<file path="src/rtl/decryption_controller.sv">
// AES-128 inverse-cipher sequencer: steps one block through ARK/ISR/ISB/IMC
// using external stage units, one stage per cycle, rounds 10 down to 0.
//
// state | meaning
// IDLE  | waiting for start; captures in_data and loads round key index 10
// ARK   | AddRoundKey with key round_key_idx; idx 10 -> ISR, 1..9 -> IMC, 0 -> DONE
// ISR   | InvShiftRows
// ISB   | InvSubBytes
// IMC   | InvMixColumns; advances to the next lower round key
// DONE  | one-cycle done pulse, out_data valid
module decryption_controller (
  input  logic         clk,
  input  logic         n_rst,
  input  logic         start,
  input  logic [127:0] in_data,
  input  logic [127:0] ark_out,
  input  logic [127:0] isb_out,
  input  logic [127:0] imc_out,
  input  logic [127:0] isr_out,
  output logic [127:0] process_in_data,
  output logic [1:0]   process_output,
  output logic [3:0]   round_key_idx,
  output logic         busy,
  output logic         done,
  output logic [127:0] out_data
);

  typedef enum logic [2:0] {
    IDLE,
    ARK,
    ISR,
    ISB,
    IMC,
    DONE
  } state_t;

  localparam logic [1:0] SEL_ARK = 2'b00;
  localparam logic [1:0] SEL_ISB = 2'b01;
  localparam logic [1:0] SEL_IMC = 2'b10;
  localparam logic [1:0] SEL_ISR = 2'b11;

  state_t       state_q, state_d;
  logic [127:0] pid_d;
  logic [127:0] out_d;
  logic [3:0]   idx_d;

  always_ff @(posedge clk) begin
    if (!n_rst) begin
      state_q         <= IDLE;
      process_in_data <= '0;
      round_key_idx   <= '0;
      out_data        <= '0;
    end else begin
      state_q         <= state_d;
      process_in_data <= pid_d;
      round_key_idx   <= idx_d;
      out_data        <= out_d;
    end
  end

  always_comb begin
    state_d        = state_q;
    pid_d          = process_in_data;
    idx_d          = round_key_idx;
    out_d          = out_data;
    process_output = SEL_ARK;
    busy           = 1'b0;
    done           = 1'b0;
    case (state_q)
      IDLE: begin
        if (start) begin
          pid_d   = in_data;
          idx_d   = 4'd10;
          state_d = ARK;
        end
      end
      ARK: begin
        busy           = 1'b1;
        process_output = SEL_ARK;
        pid_d          = ark_out;
        if (round_key_idx == 4'd10) begin
          idx_d   = 4'd9;
          state_d = ISR;
        end else if (round_key_idx == 4'd0) begin
          out_d   = ark_out;
          state_d = DONE;
        end else begin
          state_d = IMC;
        end
      end
      ISR: begin
        busy           = 1'b1;
        process_output = SEL_ISR;
        pid_d          = isr_out;
        state_d        = ISB;
      end
      ISB: begin
        busy           = 1'b1;
        process_output = SEL_ISB;
        pid_d          = isb_out;
        state_d        = ARK;
      end
      IMC: begin
        busy           = 1'b1;
        process_output = SEL_IMC;
        pid_d          = imc_out;
        // ARK never sends idx 0 here, so this guard only protects against underflow
        if (round_key_idx != 4'd0) idx_d = round_key_idx - 4'd1;
        state_d        = ISR;
      end
      DONE: begin
        done    = 1'b1;
        state_d = IDLE;
      end
      default: state_d = IDLE;
    endcase
  end

endmodule
</file>
<file path="config.mk">
export PLATFORM = sky130hd
export DESIGN_NAME = decryption_controller
export DESIGN_NICKNAME = d
export VERILOG_FILES = /design/src/rtl/decryption_controller.sv
export SDC_FILE = /design/constraint.sdc
export NUM_CORES = 1
export LEC_CHECK = 0
export CELL_PAD_IN_SITES_DETAIL_PLACEMENT = 0
export CELL_PAD_IN_SITES_GLOBAL_PLACEMENT = 1
export CORE_AREA = 2 2 357 359
export CTS_BUF_LIST = sky130_fd_sc_hd__clkbuf_8
export DETAILED_ROUTE_END_ITERATION = 10
export DIE_AREA = 0 0 359 361
export PLACE_DENSITY = 0.49
export SLEW_MARGIN = 20
export SYNTH_ARGS = -nofsm -noshare
export SYNTH_HDL_FRONTEND = slang
export SYNTH_SLANG_ARGS = --single-unit
</file>
<file path="constraint.sdc">
create_clock -name clk -period 2.7 [get_ports clk]
set_input_delay 0.405 -clock clk [delete_from_list [all_inputs] [get_ports clk]]
set_output_delay 0.405 -clock clk [all_outputs]
set_load 0.1 [all_outputs]
</file>
### Word level (Yosys, flattened, before mapping)

Cells that the tools add are included.
W data, S select, Z words.

| word-level totals | value |
|---|---|
| flip-flop bits (word level) | 263 |
| bits in latches | 0 |
| memory bits (writable) | 0 |
| memory bits (read-only) | 0 |
| input bits | 643 |
| output and inout bits | 264 |
| logic and storage cells | 37 |
| memories kept | 0 |

| cells by class | value |
|---|---|
| add/subtract/negate cells | 1 |
| multiply operators | 0 |
| divide/modulo/power cells | 0 |
| $lt $le $gt $ge | 0 |
| equal/unequal tests | 9 |
| shift operators | 0 |
| multiplexer cells | 13 |
| bitwise logic cells | 1 |
| reduce and logical (&&, ||, !) cells | 9 |

Operator list:

| cell | count |
|---|---|
| $pmux W128 S5 | 1 |
| $mux W128 | 1 |
| $pmux W3 S5 | 1 |
| $mux W4 | 3 |
| $pmux W4 S3 | 1 |
| $eq A3 B2 Y1 const B | 2 |
| $eq A3 B3 Y1 const B | 2 |
| $mux W3 | 2 |
| $ne A2 B2 Y1 const B | 3 |
| $pmux W2 S3 | 1 |
| $reduce_bool A5 Y1 | 1 |
| $eq A4 B4 Y1 const B | 1 |
| $logic_not A4 Y1 | 1 |
| $reduce_and A4 Y1 | 1 |
| $reduce_bool A4 Y1 | 1 |
| $reduce_or A4 Y1 | 1 |
| $sub A4 B1 Y4 const B | 1 |
| $eq A3 B1 Y1 const B | 1 |
| $logic_not A3 Y1 | 1 |
| $mux W1 | 3 |
| $reduce_and A3 Y1 | 1 |
| $reduce_bool A3 Y1 | 1 |
| $reduce_and A2 Y1 | 1 |
| $not A1 Y1 | 1 |

### Longest topological paths before layout

| depth | value |
|---|---|
| depth after elaboration | 4 |
| mapped depth | 8 |
| gate-level depth less buffers | 6 |

### Least setup slack after synthesis

No wires, ideal clock.

| path | value |
|---|---|
| path type | flip-flop to output port |
| start | register state_q[2] |
| end | output port process_output[1] |
| arrival | 2.400 ns |
| required time | 2.295 ns |
| path slack | -0.105 ns |
| stages on the path, launching flop included | 6 |
| path buffers | 3 |
| cell sequence | dfxtp_1 -> buf_6 -> nand2b_1 -> buf_2 -> buf_1 -> a21oi_1 |

| on the way | value |
|---|---|
| word-level cells in the longest chain between the ends | 2 |
| elaborated cells on any way between the ends | 4 |
| those cells by class | 3 x eq/ne; 1 x mux |

RTL lines:

| item | line | source |
|---|---|---|
| from (decl) | 42 | `state_t state_q, state_d;` |
| from (signal assigned) | 54 | `state_q <= state_d;` |
| $eq A3 B3 Y1 / $eq A3 B2 Y1 (equally long branches) | 69 | `case (state_q)` |
| $pmux W2 S3 * | 69 |  |
| to (decl) | 21 | `output logic [1:0] process_output,` |

Every way passes the cells marked *; elsewhere a longest branch is shown, timed or not.

### Worst setup path after layout

| path | value |
|---|---|
| start | register state_q[0] |
| end | output port busy |

| on the way | value |
|---|---|
| word-level cells in the longest chain between the ends | 3 |
| elaborated cells on any way between the ends | 6 |
| those cells by class | 4 x eq/ne; 1 x mux; 1 x reduce/logical |

RTL lines:

| item | line | source |
|---|---|---|
| $eq A3 B3 Y1, or another cell as far along | 69 |  |
| $reduce_or A4 Y1 (no line) * | - |  |
| $mux W1 * | 69 |  |
| to (decl) | 23 | `output logic busy,` |

Marked as above.

==> flow_summary.ini <==
[run_status]
status = completed

[placed_design]
gp_congestion = 0.9121
port-buffer-count = 906
dpl_worst_slack_ps = 52.51
hpwl_mm = 76.31

[worst_hold_path]
hold_class = primary input to flip-flop

[cells_and_area]
drive_gt1_share_pct = 16.21
finalNetCount = 3280
seq_area_sq_um = 5274
multi_input_area_sq_um = 7327
syn_to_final_growth_pct = 88.27
fill_cells = 14190

[worst_setup_path]
worstSetupStartpointType = flip-flop
crit_arrival_ps = 2160
critPathMaxFanout = 42
worstPathRequired_ps = 2300
end_kind = output port
crit_type = flip-flop to output port

[sta]
post-route-min-period_ps = 2568
skew_ps = 28.43
tns_ps = 0
timing.slew.headroom_pct = 47.54
worst_slew_pin_slew_ps = 786.9
finalCritPeriodShare_pct = 95.11
final_hold_viol_count = 0
grt_setup_unrepaired = no
max_freq_mhz = 389.4
setup_viol_count_final = 0
holdWs_ps = 257.8
slew_violations = 0
finalWorstSetupSlack_ps = 132.0

[drt]
routed_via_density = 3.791
drt_iter0_markers = 1012
wl_per_cell_um = 22.74
drt-met1-wl_mm = 42.82
wl_mm = 98.71
wl_met2_mm = 47.63
ant_nets = 0
drc = 0
top_layer_used = met5
dr_wl_met3_mm = 6.007
vias = 16460
drtPass1Iterations = 5

[floorplanning]
die_height_um = 361
die-area_sq_um = 129600
io-pin-count = 907
core.rowCount = 130
die_x_um = 359
core_area_sq_um = 125400
start_util_pct = 10.67

[synthesis]
ys_seq_area_share_pct = 39.36
ys_warn_count = 0
synth.top_cells.by_area = dfxtp_1 (39%), nand2_1 (11%), a2bb2oi_1 (8.4%)
synth_area_leader_cell = dfxtp_1
synth_area_per_cell_sq_um = 7.595
synth_cell_types = 43
synth_top_area_share_pct = 39.36
syn-cell-area_sq_um = 13380
synthCells = 1761
ys_seq_elements = 263
syn-num-nets = 2406

[cts]
cts_tree = yes
cts_root_buffer = clkbuf_8
cts_buffers = 60
cts_setup_buffers = 0
cts.reportedPaths.clkPinSlew_ps = 60
cts_sinks = 263
htreeDepth = 2
clockBufferDepth = 3
insertion_delay_ps = 720

[grt]
grt_pass1_wl_mm = 133.7
gr-total-overflow = 0
grt_pass1_vias = 16870
grt_max_degree = 137
antenna_found_initial = 14
track_usage_pct = 14.39

[pwr]
ir_worst_vdd_v = 0.0005564
p_per_area_nw_per_um2 = 1050
total_leakage_power_nw = 9.549

[flow_run]
maxCapViolCount = 0
-- flip-flops by register name, summed over array words and instances, names as in the netlist --
register / cells
out_data: 128
process_in_data: 128
round_key_idx: 4
state_q: 3
-- per-stage QoR --
stage / util (%) / total power, mW / cells / instance area (sq um)
after floorplan: - / 16.28 / 1761 / 13380
after global placement: 19.06 / 21.69 / 4223 / 23900
after detailed placement: 19.06 / 21.67 / 4223 / 23900
after CTS: 20.06 / 26.84 / 4333 / 25160
after global routing: 20.08 / 27.57 / 4340 / 25180
final: 20.08 / 26.43 / 4341 / 25180
-- layer usage --
layer / up-vias / global-route usage [%]
li1: 7910 / -
met2: 566 / 24.28
met3: 113 / 3.305
met4: 4 / 4.492
met5: - / 0
met1: 7864 / 18.09
-- final cells by class --
cell class / count / area share (%)
diodes: 8 / 0.07950
clock buffers: 77 / 4.208
clock inverters: 33 / 0.7602
inverters: 5 / 0.07453
multi-input cells: 1333 / 29.10
flip-flops and latches: 263 / 20.94
well taps: 1650 / 8.198
repair buffers: 972 / 36.64
-- critical path, cell delays in order (launching register included) --
cell,delay (ps)
dfxtp_4,390
buf_4,170
nor2_4,150
xnor2_2,170
buf_12,240
buf_12,220
-- power breakdown --
part	leakage, nW	internal [mW]	switching (mW)
combinational	6.65	4.05	11.9
sequential	2.16	4.90	0.680
clock	0.734	2.72	2.20
-- synthesized netlist by cell type (all sizes together) --
master	count
a211oi	2
a21boi	129
a21oi	2
a22oi	1
a2bb2oi	128
and2	1
and3	4
buf	78
clkbuf	82
dfxtp	263
ha	2
inv	5
mux2i	1
nand2	388
nand2b	2
nand3	3
nand3b	2
nand4	1
nor2	133
nor2b	130
nor3	1
nor3b	3
o211ai	1
o21a	2
o21ai	259
o21bai	1
o221a	1
o22ai	128
o31ai	1
o41ai	1
or3b	3
or4	1
or4b	1
xnor2	1
-- worst paths after layout --
| check | from | end | slack [ps] | depth (start not counted) |
|---|---|---|---|---|
| worst max-delay path | state_q[0]$_SDFFE_PN0P_ | busy | 130 | 5 |
| worst min register to register | process_in_data[54]$_SDFFE_PN0P_ | process_in_data[54]$_SDFFE_PN0P_ | 440 | 2 |
| worst max register to register | round_key_idx[0]$_SDFFE_PN0P_ | out_data[44]$_SDFFE_PN0P_ | 320 | 8 |
| worst min-delay path | ark_out[52] | out_data[52]$_SDFFE_PN0P_ | 260 | 3 |
-- logic make-up after synthesis --
kind of cell	after synthesis	synth area share, %
XOR/XNOR	1	0.06549
buffers and inverters	165	6.333
flip-flops	263	39.36
adder cells (fa/ha/maj)	2	0.1871
multiplexers	1	0.07484
AO/OA/AOI/OAI	656	32.06
AND/OR/NAND/NOR	673	21.92
-- cell usage in the layout, fill, tap and decap left out, types with 5 or more instances in the layout --
cell type	instances
dfxtp_1	260
clkinv_2	5
buf_4	305
buf_12	26
diode_2	8
inv_1	29
nor2b_1	130
o22ai_1	128
a21boi_1	120
nand2_1	387
o21ai_1	111
clkbuf_8	77
nor2_1	130
o21ai_0	148
clkdlybuf4s50_1	641
a2bb2oi_1	128
a21boi_0	8
-- timing repair --
action | in CTS | in global routing
hold buffers | 0 | 0
setup endpoints to repair | 3 | 0
resized for setup | 4 | 0
No activity file was read; power rests on OpenSTA's default activity.
